===== config.mk =====
export PLATFORM = sky130hd
export DESIGN_NAME = ifu
export DESIGN_NICKNAME = d
export VERILOG_FILES = /design/src/rtl/ecu_pkg.sv /design/src/rtl/ifu_pc.sv /design/src/rtl/ifu.sv
export SDC_FILE = /design/constraint.sdc
export NUM_CORES = 1
export LEC_CHECK = 0
export CAP_MARGIN = 20
export CORE_MARGIN = 2
export CORE_UTILIZATION = 63
export CTS_CLUSTER_SIZE = 24
export DETAILED_ROUTE_END_ITERATION = 16
export DONT_BUFFER_PORTS = 1
export PLACE_DENSITY_LB_ADDON = 0.08
export RECOVER_POWER = 100
export SYNTH_ARGS = -nofsm -noshare
export SYNTH_HDL_FRONTEND = slang
export SYNTH_HIERARCHICAL = 1
export SYNTH_SLANG_ARGS = --single-unit
export TNS_END_PERCENT = 5

===== constraint.sdc =====
create_clock -name clk -period 2.7 [get_ports clk]
set_clock_uncertainty 0.1 [all_clocks]
set_input_delay 0.405 -clock clk [delete_from_list [all_inputs] [get_ports clk]]
set_output_delay 0.405 -clock clk [all_outputs]
set_load 0.02 [all_outputs]

===== src/rtl/ecu_pkg.sv =====
// Shared ECU definitions: fetch FSM states and fetch-unit defaults.
package ecu_pkg;

    typedef enum logic [1:0] {
        FETCH_OP = 2'd0,
        FETCH_D  = 2'd1,
        EXEC     = 2'd2
    } ifu_state_e;

    localparam int unsigned RESET_PC_DEFAULT = 0;
    localparam int          CNT_W            = 2;

endpackage


===== src/rtl/ifu_pc.sv =====
// Program counter for the fetch unit: increments per fetched byte, loads on redirect, wraps mod 2^AW.
module ifu_pc
    import ecu_pkg::*;
#(
    parameter int          AW       = 16,
    parameter int unsigned RESET_PC = RESET_PC_DEFAULT
) (
    input  logic          clk,
    input  logic          rst,
    input  logic          inc,
    input  logic          load,
    input  logic [AW-1:0] target,
    output logic [AW-1:0] pc
);

    // NOTE: sequential state uses non-blocking assignments so every register samples pre-edge values.
    always_ff @(posedge clk or negedge rst) begin
        if (!rst) begin
            pc <= AW'(RESET_PC);
        end else if (load) begin
            pc <= target;
        end else if (inc) begin
            pc <= pc + AW'(1);
        end
    end

endmodule


===== src/rtl/ifu.sv =====
// Instruction fetch unit: fetches opcode plus len operand bytes, then holds the bundle in EXEC until done.
module ifu
    import ecu_pkg::*;
#(
    parameter int          AW       = 16,
    parameter int unsigned RESET_PC = RESET_PC_DEFAULT
) (
    input  logic          clk,
    input  logic          rst,
    output logic [AW-1:0] mem_addr,
    output logic          mem_req,
    input  logic          mem_ack,
    input  logic [7:0]    mem_rdata,
    input  logic [1:0]    len,
    input  logic          done,
    input  logic          pc_load,
    input  logic [AW-1:0] pc_target,
    output logic [7:0]    insn,
    output logic [7:0]    d1,
    output logic [7:0]    d2,
    output logic [7:0]    d3,
    output logic [2:0]    is,
    output logic          exec,
    output logic [AW-1:0] insn_pc
);

    ifu_state_e       state, state_nx;
    logic [CNT_W-1:0] cnt;
    logic [CNT_W-1:0] cnt_inc;
    logic [AW-1:0]    pc;
    logic             byte_done;

    assign cnt_inc   = cnt + 1'b1;
    assign byte_done = mem_req && mem_ack;
    assign mem_addr  = pc;
    assign exec      = (state == EXEC);

    ifu_pc #(
        .AW       (AW),
        .RESET_PC (RESET_PC)
    ) u_pc (
        .clk    (clk),
        .rst    (rst),
        .inc    (byte_done),
        .load   (exec && pc_load),
        .target (pc_target),
        .pc     (pc)
    );

    // NOTE: every combinational output gets a default first so no path leaves it unassigned (no latches).
    always_comb begin
        state_nx = state;
        mem_req  = 1'b0;
        case (state)
            FETCH_OP: begin
                mem_req = 1'b1;
                if (mem_ack) state_nx = FETCH_D;
            end
            FETCH_D: begin
                if (len == '0) begin
                    state_nx = EXEC;
                end else begin
                    mem_req = 1'b1;
                    if (mem_ack && cnt_inc == len) state_nx = EXEC;
                end
            end
            EXEC: begin
                if (done) state_nx = FETCH_OP;
            end
            default: state_nx = FETCH_OP;
        endcase
        // Requests are abandoned for as long as reset is held.
        if (!rst) mem_req = 1'b0;
    end

    always_ff @(posedge clk or negedge rst) begin
        if (!rst) begin
            state   <= FETCH_OP;
            cnt     <= '0;
            insn    <= '0;
            d1      <= '0;
            d2      <= '0;
            d3      <= '0;
            is      <= '0;
            insn_pc <= '0;
        end else begin
            state <= state_nx;
            case (state)
                FETCH_OP: begin
                    if (mem_ack) begin
                        insn    <= mem_rdata;
                        d1      <= '0;
                        d2      <= '0;
                        d3      <= '0;
                        insn_pc <= pc;
                        cnt     <= '0;
                    end
                end
                FETCH_D: begin
                    if (len != '0 && mem_ack) begin
                        case (cnt)
                            2'd0:    d1 <= mem_rdata;
                            2'd1:    d2 <= mem_rdata;
                            default: d3 <= mem_rdata;
                        endcase
                        cnt <= cnt_inc;
                    end
                end
                EXEC: begin
                    if (done) begin
                        is <= '0;
                    end else if (is != 3'd7) begin
                        is <= is + 3'd1;
                    end
                end
                default: ;
            endcase
        end
    end

endmodule


======== Yosys cells after proc, flatten, opt, wreduce, memory -nomap -nowiden ========
Index checks and enable logic that the tools add are counted.
operators by class
  reduce and logical (&&, ||, !) cells .... 19
  equal/unequal tests ..................... 12
  muxes and demuxes ....................... 25
  bitwise gates (word level) .............. 0
  add/subtract/negate cells ............... 3
  magnitude comparators ................... 0
  shift operators ......................... 0
  multipliers ............................. 0
  div/mod/pow operators ................... 0
operators with widths
  kind                     count
  $mux W8                  7
  $pmux W8 S2              3
  $mux W16                 2
  $add A16 B1 Y16 const B  1
  $mux W2                  6
  $ne A2 B2 Y1 const B     6
  $reduce_and A4 Y1        3
  $reduce_bool A2 Y1       4
  $logic_not A2 Y1         3
  $mux W3                  2
  $ne A3 B3 Y1 const B     2
  $pmux W2 S3              1
  $reduce_and A3 Y1        2
  $eq A2 B1 Y1 const B     2
  $logic_and A1 B1 Y1      4
  $pmux W2 S2              1
  $reduce_and A2 Y1        2
  $add A3 B1 Y3 const B    1
  $add A2 B1 Y2 const B    1
  $eq A2 B2 Y1             1
  $eq A2 B2 Y1 const B     1
  $mux W1                  2
  $pmux W1 S2              1
  $reduce_or A2 Y1         1
storage, ports and cells
  bits in latches ......................... 0
  logic and storage cells ................. 68
  memories kept ........................... 0
  bits in read-only memories .............. 0
  input bits .............................. 31
  flip-flop bits (word level) ............. 71
  output and inout bits ................... 69
  memory bits (writable) .................. 0

======== Logic depth before layout (Yosys ltp) ========
Gate-level depths: netlist of run 1.
  depth in word-level cells ............... 7
  depth in mapped cells ................... 9
  gate-level depth less buffers ........... 8

======== Modules after synthesis ========
The synthesis of run 1 kept the hierarchy.
by module, submodules not included
  module  area an instance (sq um)  sequential area each (sq um)  instances  cells each
  ifu     2332.2                    1376.3                        1          194
  ifu_pc  943.4                     400.4                         1          99

======== Worst setup path before layout of run 1 ========
Ideal clock, no wire load.
  path type ............................... register to register
  from .................................... register state[1]
  to ...................................... register u_pc.pc[15]
  path slack .............................. 0.502 ns
  arrival time ............................ 1.974 ns
  cell stages (with the launch flop) ...... 9
  library setup time ...................... 0.124 ns
  path buffers ............................ 2
  cells stage by stage .................... dfrtp_1 nand2b_1 buf_2 clkbuf_1 nor2_1 nand4_4 nor2_2 a31oi_1 o31a_1
on the way
  word-level cells in the longest chain between the ends .. 5
  elaborated cells between the ends (all ways) .. 9
  those cells by class .................... eq/ne (2); mux (3); reduce/logical (4)
ends and longest elaborated chain
  element                                                  line          RTL
  start: declaration                                       ifu.sv:27     ifu_state_e state, state_nx;
  start signal: assignment                                 ifu.sv:87     state <= state_nx;
  $eq A2 B1 Y1 / $logic_not A2 Y1 (equally long branches)  ifu.sv:54     case (state)
  $pmux W1 S2 *                                            ifu.sv:54
  $mux W1 *                                                ifu.sv:73     if (!rst) mem_req = 1'b0;
  $logic_and A1 B1 Y1 *                                    ifu.sv:34     assign byte_done = mem_req && mem_ack;
  via byte_done                                            ifu.sv:31     logic byte_done;
  $reduce_bool A2 Y1 (no source line) *                    n/a
  end signal: assignment                                   ifu_pc.sv:19  pc <= AW'(RESET_PC);
  end signal: assignment                                   ifu_pc.sv:21  pc <= target;
  end signal: assignment                                   ifu_pc.sv:23  pc <= pc + AW'(1);
  end: declaration                                         ifu_pc.sv:13  output logic [AW-1:0] pc
The timed path passes the listed nets; every way through them passes the cells marked *.
A chain may end at the register's enable or synchronous reset.

======== Worst setup path in the final report of run 1 ========
Ends and elaborated chain as after synthesis.

==> results of run 1 <==
==> stage by stage <==
| step | hold WS (ps) | utilization (%) | std cells | setup slack, ps |
|---|---|---|---|---|
| floorplan | 9.409 | - | 293 | 502.2 |
| global placement | 10.81 | 65.31 | 351 | 632.1 |
| detailed placement | 11.03 | 65.31 | 351 | 535.0 |
| CTS | 41.95 | 70.39 | 368 | 557.7 |
| global route | 60.12 | 69.75 | 368 | 223.1 |
| finish | 62.18 | 69.75 | 368 | 422.2 |
==> logic make-up after synthesis <==
logic type,after synthesis,synth area share [%]
AND/OR/NAND/NOR,86,14.86
flip-flops,71,54.24
AO/OA/AOI/OAI,68,13.45
multiplexers,26,8.900
buffers and inverters,25,3.438
XOR/XNOR,12,3.209
adder cells (fa/ha/maj),5,1.910
==> worst reg2reg max path: cells and delay by family, from the launching register on <==
kind,cells,cell delay (ps)
simple gates,4,1230
compound gates,2,430
flops,1,410
==> cell usage in the layout, fill, tap and decap left out, types with 2 or more instances in the layout <==
cell type	Yosys	layout
xnor2_1	7	7
ha_1	5	5
nor4_2	1	2
xor2_1	5	5
clkinvlp_4	0	3
a21oi_1	3	3
buf_4	1	2
nor3_1	3	3
o31a_1	2	2
nand2_1	47	47
dfrtp_1	71	71
inv_1	9	9
nor3b_1	2	2
clkbuf_8	0	10
mux2_2	25	25
a21o_1	3	3
o21ai_0	31	35
a31oi_1	3	3
nand3_1	5	5
nand4_1	3	4
bufinv_16	0	2
nor2_1	5	6
nand2b_1	4	4
a22o_1	18	18
and4_2	3	3
==> synth_stat cells, types with 4 or more instances <==
cell | n | area share, %
buf_2 | 6 | 0.92
xnor2_1 | 7 | 1.9
xor2_1 | 5 | 1.3
nor2_1 | 5 | 0.57
inv_1 | 9 | 1.0
mux2_2 | 25 | 8.6
dfrtp_1 | 71 | 54
nand2b_1 | 4 | 0.76
o21ai_0 | 31 | 4.7
nand3_1 | 5 | 0.76
clkbuf_1 | 8 | 0.92
nand2_1 | 47 | 5.4
o21ai_1 | 4 | 0.61
ha_1 | 5 | 1.9
a22o_1 | 18 | 4.8
==> where the power goes <==
part	internal [mW]	leakage (nW)	total (mW)	switching (mW)
Clock	0.540	0.101	0.938	0.398
Sequential	1.54	0.897	2.62	1.08
Combinational	0.613	0.525	1.28	0.670
==> routing by layer <==
layer	up-vias	track usage [%]	routed length [µm]
li1	1041	-	-
met1	1183	32.70	2994
met2	87	41.43	3637
met3	16	7.464	505
met4	0	10.36	136
met5	-	0	0
==> repair_timing <==
item                                    4_1_cts  5_1_grt
endpoints found under the setup margin        0        0
hold endpoints to repair                     71        0
hold buffers                                  2        0
==> cell type report <==
cell class,count,area (µm²)
sequential,71,1777
fill,402,1535
multi-input combinational,197,1360
clock buffer,10,137.6
tap,70,87.58
clock inverter,5,82.58
timing repair buffer,6,61.31
inverter,9,33.78
==> registers in the layout (all words and copies together) (netlist names) <==
name,count
insn_pc,16
u_pc/pc,16
d1,8
d2,8
d3,8
insn,8
is,3
cnt,2
state,2
==> worst paths after layout <==
path,cells past startpoint,startpoint,end
setup / recovery,6,state[1]$_DFFE_PN0P_,u_pc/pc[15]$_DFFE_PN0P_
hold / removal,1,done,is[2]$_DFFE_PN0P_
setup reg to reg,6,state[1]$_DFFE_PN0P_,u_pc/pc[15]$_DFFE_PN0P_
hold reg to reg,1,cnt[1]$_DFFE_PN0P_,cnt[1]$_DFFE_PN0P_
max in group asynchronous,2,rst,insn_pc[14]$_DFFE_PN0P_
min in group asynchronous,2,rst,d3[7]$_DFFE_PN0P_
==> metrics.md, run 1 <==
| Metric | Value |
|---|---|
| Buf+Inv Stages, Crit Path | `0` |
| Height of the die | `76.11 µm` |
| Vias in the first global route | `2247` |
| Initial Util | `64.55%` |
| Die ar. | `5792 µm²` |
| Initial antenna violation count | `0` |
| TNS Setup | `0 ps` |
| Syn Area/Cell | `11.18 µm²` |
| Syn-to-layout area delta | `8.059%` |
| Reg-to-reg setup timing slack | `420 ps` |
| RSZ-0062 raised after global routing | `false` |
| CTS Sinks | `71` |
| Antenna Cells | `0` |
| Clock-pin slew on the worst setup and hold paths | `80 ps` |
| Delay-heaviest family, CP | `simple AND/OR/NAND/NOR gates` |
| Rel. slew slack | `47.97%` |
| Post-route clock period utilization | `84.36%` |
| CTS tree | `yes` |
| Synth Flop Type | `dfrtp_1` |
| Post-synthesis register bit count | `71` |
| CTS Buf Count | `9` |
| EDFF count, synth | `0` |
| Ys async rst share | `100.0%` |
| Cells after synthesis | `293` |
| FP Rows | `26` |
| Final Power | `4.839 mW` |
| Worst path cell trace | `nand2b_1, nor2_1, nand4_1, nor2_1, a31oi_1, o31a_1` |
| PortBufs | `0` |
| Synth Warn # | `6` |
| H-tree Lvls | `3` |
| CP Class | `register to register` |
| Net count after synthesis | `329` |
| Drt wl/cell | `19.76 µm` |
| Grt total ovfl | `0` |
| Slowest library cell on the worst path | `dfrtp_1` |
| Yosys cell types | `41` |
| Via Count | `2327` |
| Postcts setup bufs | `0` |
| Die width | `76.11 µm` |
| Vias/cell | `6.323` |
| Crit. End Element | `register` |
| Final Hold Viols | `0` |
| PostCTS Resize Cnt | `0` |
| Clk Latency, worst-skew pair | `340 ps` |
| Global-route wire length before repair | `11630 µm` |
| Status | `finished clean` |
| DRC Markers | `0` |
| Slew @ Worst Pin | `780.4 ps` |
| Slew Limit Fails | `0` |
| Worst Hold Class | `input port to register` |
| Hpwl dp | `4952 µm` |
| Fmax | `0.4390 GHz` |
| P per Cell Area | `1367 nW/µm²` |
| WP data required | `2820 ps` |
| Minimum clock period | `2278 ps` |
| Final WL | `7273 µm` |
| Critical Path Start Type | `register` |
| Maximum VDD drop | `0.6711 mV` |
| Core area | `5075 µm²` |
| Final instance area | `3540 µm²` |
| Synthesized area | `3276 µm²` |
| GPL Wtd Cong | `0.7509` |
| Total GRT Usage | `25.57%` |
| CP dominant cell by count | `nor2_1` |
| Sequential element share of the synthesized area | `54.24%` |
| Placed instance area | `3314 µm²` |
| Clock tree buffer depth | `2` |
| Max Cap Viol | `0` |
| Largest net degree at the start of global routing | `72` |
| Drt first-iter violations | `202` |
| Final nets | `330` |
| Finish-stage setup viols | `0` |
| Leakage power | `1.523 nW` |
| CTS Root Cell | `clkbuf_8` |
| Worst-path fanout max | `5` |
| CP Data Arrival Time | `2400 ps` |
| Routed Antenna Nets | `0` |
| Max incr delay on CP | `410 ps` |
| Router iterations before antenna repair | `4` |
| Layout cells sized above 1 | `18.46%` |
| Ports | `100` |
No activity file was read; power rests on OpenSTA's default activity.
==> run 2, diff against run 1 <==
- clock period: 2.7 -> 2.4 ns (I/O delays scaled with it)
==> run 2 against run 1 <==
The run now ends with capacitance limit, slew limit left. Sequential power up 13%. Wire length down 0.12%. Utilization about the same. Fmax up 5.3%. Hold slack worse by 34 ps. Critical path type unchanged.
==> metrics.md, run 2 (synthesis results as in run 1) <==
| Metric | Value |
|---|---|
| GPL Wtd Cong | `0.8084 (+7.7%)` |
| Critical Path Start Type | `register` |
| Vias in the first global route | `2349 (+4.5%)` |
| Rel. slew slack | `-2.368% (-50 points)` |
| Worst path cell trace | `nand2b_1, nor2_1, nand4_4, nor2_2, a31oi_1, o31a_1` |
| Die width | `76.11 µm (unchanged)` |
| Slew Limit Fails | `72 (+72)` |
| Flop pwr share | `54.8% (+0.7 points)` |
| Worst Hold Class | `input port to register` |
| Met2 global-route usage | `43.39% (+2.0 points)` |
| TNS Setup | `0 ps (unchanged)` |
| PortBufs | `0 (unchanged)` |
| Most frequent cells in the layout | `dfrtp_1, nand2_1, o21ai_0` |
| Proportion of power drawn by the clock network | `17.6% (-1.8 points)` |
| WP data required | `2520 ps (-300 ps)` |
| Vias/cell | `6.073 (-4.0%)` |
| CTS Hold Bufs | `3 (+1)` |
| Status | `finished with violations` |
| Routed Antenna Nets | `0 (unchanged)` |
| CP Data Arrival Time | `2280 ps (-120 ps)` |
| P per Cell Area | `1520 nW/µm² (+11%)` |
| Antenna Cells | `0 (unchanged)` |
| Minimum clock period | `2164 ps (-113.6 ps)` |
| Pint | `2.959 mW (+9.8%)` |
| Leakage power | `1.522 nW (about the same)` |
| Total GRT Usage | `26.02% (+0.45 points)` |
| CP Class | `register to register` |
| Initial antenna violation count | `0 (unchanged)` |
| RSZ-0062 raised after global routing | `false` |
| Slew @ Worst Pin | `1536 ps (+755.1 ps)` |
| Slowest library cell on the worst path | `nor2_1` |
| Clk Latency, worst-skew pair | `330 ps (about the same)` |
| Comb power frac | `27.6% (+1.1 points)` |
| Final nets | `333 (+0.91%)` |
| Max incr delay on CP | `450 ps (+40 ps)` |
| Max Cap Viol | `1 (+1)` |
| CTS Sinks | `71 (unchanged)` |
| Maximum VDD drop | `0.7903 mV (+18%)` |
| Post-Place Cells | `353 (+0.57%)` |
| Drt first-iter violations | `135 (-33%)` |
| Via Count | `2259 (-2.9%)` |
| Delay-heaviest family, CP | `simple AND/OR/NAND/NOR gates` |
| Multi-input logic area | `1371 µm² (+0.83%)` |
| Top Usage Layer GRT | `met2` |
| Post-route clock period utilization | `90.17% (+5.8 points)` |
| Global-route wire length before repair | `11770 µm (+1.2%)` |
| Die ar. | `5792 µm² (unchanged)` |
| Final Hold Viols | `0 (unchanged)` |
| Seq. cell area | `1777 µm² (unchanged)` |
| FP Rows | `26 (unchanged)` |
| Worst-path fanout max | `5 (unchanged)` |
| Top flop regs | `insn_pc (16), u_pc/pc (16)` |
| Clock tree buffer depth | `2 (unchanged)` |
| CTS Root Cell | `clkbuf_8` |
| Final WL | `7264 µm (-0.12%)` |
| Crit. End Element | `register` |
| Core area | `5075 µm² (unchanged)` |
| Height of the die | `76.11 µm (unchanged)` |
| Final std cells w/o fill | `372 (+1.1%)` |
| Switch Pwr | `2.422 mW (+13%)` |
| Hpwl dp | `5003 µm (+1.0%)` |
| Fmax | `0.4621 GHz (+5.3%)` |
| H-tree Lvls | `3 (unchanged)` |
| Fillers | `405 (+0.75%)` |
| Met1 usage | `31.71% (-1.0 points)` |
| Most common cell after layout, fill and taps aside | `dfrtp_1` |
| Initial Util | `64.55% (unchanged)` |
| Final Power | `5.381 mW (+11%)` |
| Largest net degree at the start of global routing | `72 (unchanged)` |
| Syn-to-layout area delta | `8.098% (about the same)` |
| DRC Markers | `0 (unchanged)` |
| Layout cells sized above 1 | `18.87% (+0.42 points)` |
| Postcts setup bufs | `0 (unchanged)` |
| Clock-pin slew on the worst setup and hold paths | `70 ps (about the same)` |
| Grt total ovfl | `0 (unchanged)` |
| CTS tree | `yes` |
| Drt wl/cell | `19.53 µm (-1.2%)` |
| Ports | `100 (unchanged)` |
| Buf+Inv Stages, Crit Path | `0 (unchanged)` |
| Violated checks | `capacitance limit, slew limit` |
| Router iterations before antenna repair | `4 (unchanged)` |
| Sw frac | `45.01% (+0.70 points)` |
| CTS Buf Count | `9 (unchanged)` |
| Finish-stage setup viols | `0 (unchanged)` |
| PostCTS Resize Cnt | `0 (unchanged)` |
| Met3 Usage GRT | `8.412% (+0.95 points)` |
==> run 2: cell count changes in the layout (fill, tap and decap cells not counted), sizes merged <==
| cell | delta |
|---|---|
| dlygate4sd3 | +1 |
| buf | +1 |
| clkbuf | +2 |
| clkinv | +1 |
| bufinv | -1 |
==> run 2: final cells by class <==
type	count	share of cell area [%]
sequential	71	50.18
multi-input combinational	197	38.73
clock buffer	11	3.993
tap	70	2.473
timing repair buffer	9	2.049
clock inverter	5	1.625
inverter	9	0.9541
==> run 2: through the flow <==
| stage | setup WS (ps) | area [µm²] | hold slack [ps] | util, % |
|---|---|---|---|---|
| after floorplan | 202.2 | 3276 | -35.59 | - |
| after global placement | 356.0 | 3342 | -34.24 | 65.85 |
| after detailed placement | 260.1 | 3342 | -34.11 | 65.85 |
| after CTS | 248.2 | 3588 | 11.68 | 70.71 |
| after global routing | 61.28 | 3541 | 6.157 | 69.77 |
| final | 235.9 | 3541 | 27.93 | 69.77 |
==> run 2: worst paths after layout <==
check	slack [ps]	cells after the start	endpoint	start
setup / recovery	240	6	u_pc/pc[15]$_DFFE_PN0P_	state[1]$_DFFE_PN0P_
hold / removal	30	1	state[1]$_DFFE_PN0P_	done
min in group asynchronous	880	2	insn[7]$_DFFE_PN0P_	rst
hold reg to reg	450	1	cnt[1]$_DFFE_PN0P_	cnt[1]$_DFFE_PN0P_
setup reg to reg	240	6	u_pc/pc[15]$_DFFE_PN0P_	state[1]$_DFFE_PN0P_
max in group asynchronous	380	2	u_pc/pc[15]$_DFFE_PN0P_	rst
==> run 2: power by group through the flow <==
stage | sequential, mW | clock (mW) | combinational [mW]
final | 2.95 | 0.947 | 1.48
after floorplan | 2.79 | 0 | 1.25
after global routing | 3.03 | 1.01 | 1.66
after CTS | 2.96 | 0.966 | 1.52
after global placement | 2.95 | 0 | 1.41
after detailed placement | 2.98 | 0 | 1.47
==> run 2: layer usage <==
layer | routed length [µm] | part of all wire, % | up-vias
li1 | - | - | 1038
met1 | 2920 | 40 | 1131
met2 | 3766 | 52 | 83
met3 | 497 | 6.8 | 7
met4 | 80 | 1.1 | 0
met5 | 0 | 0 | -
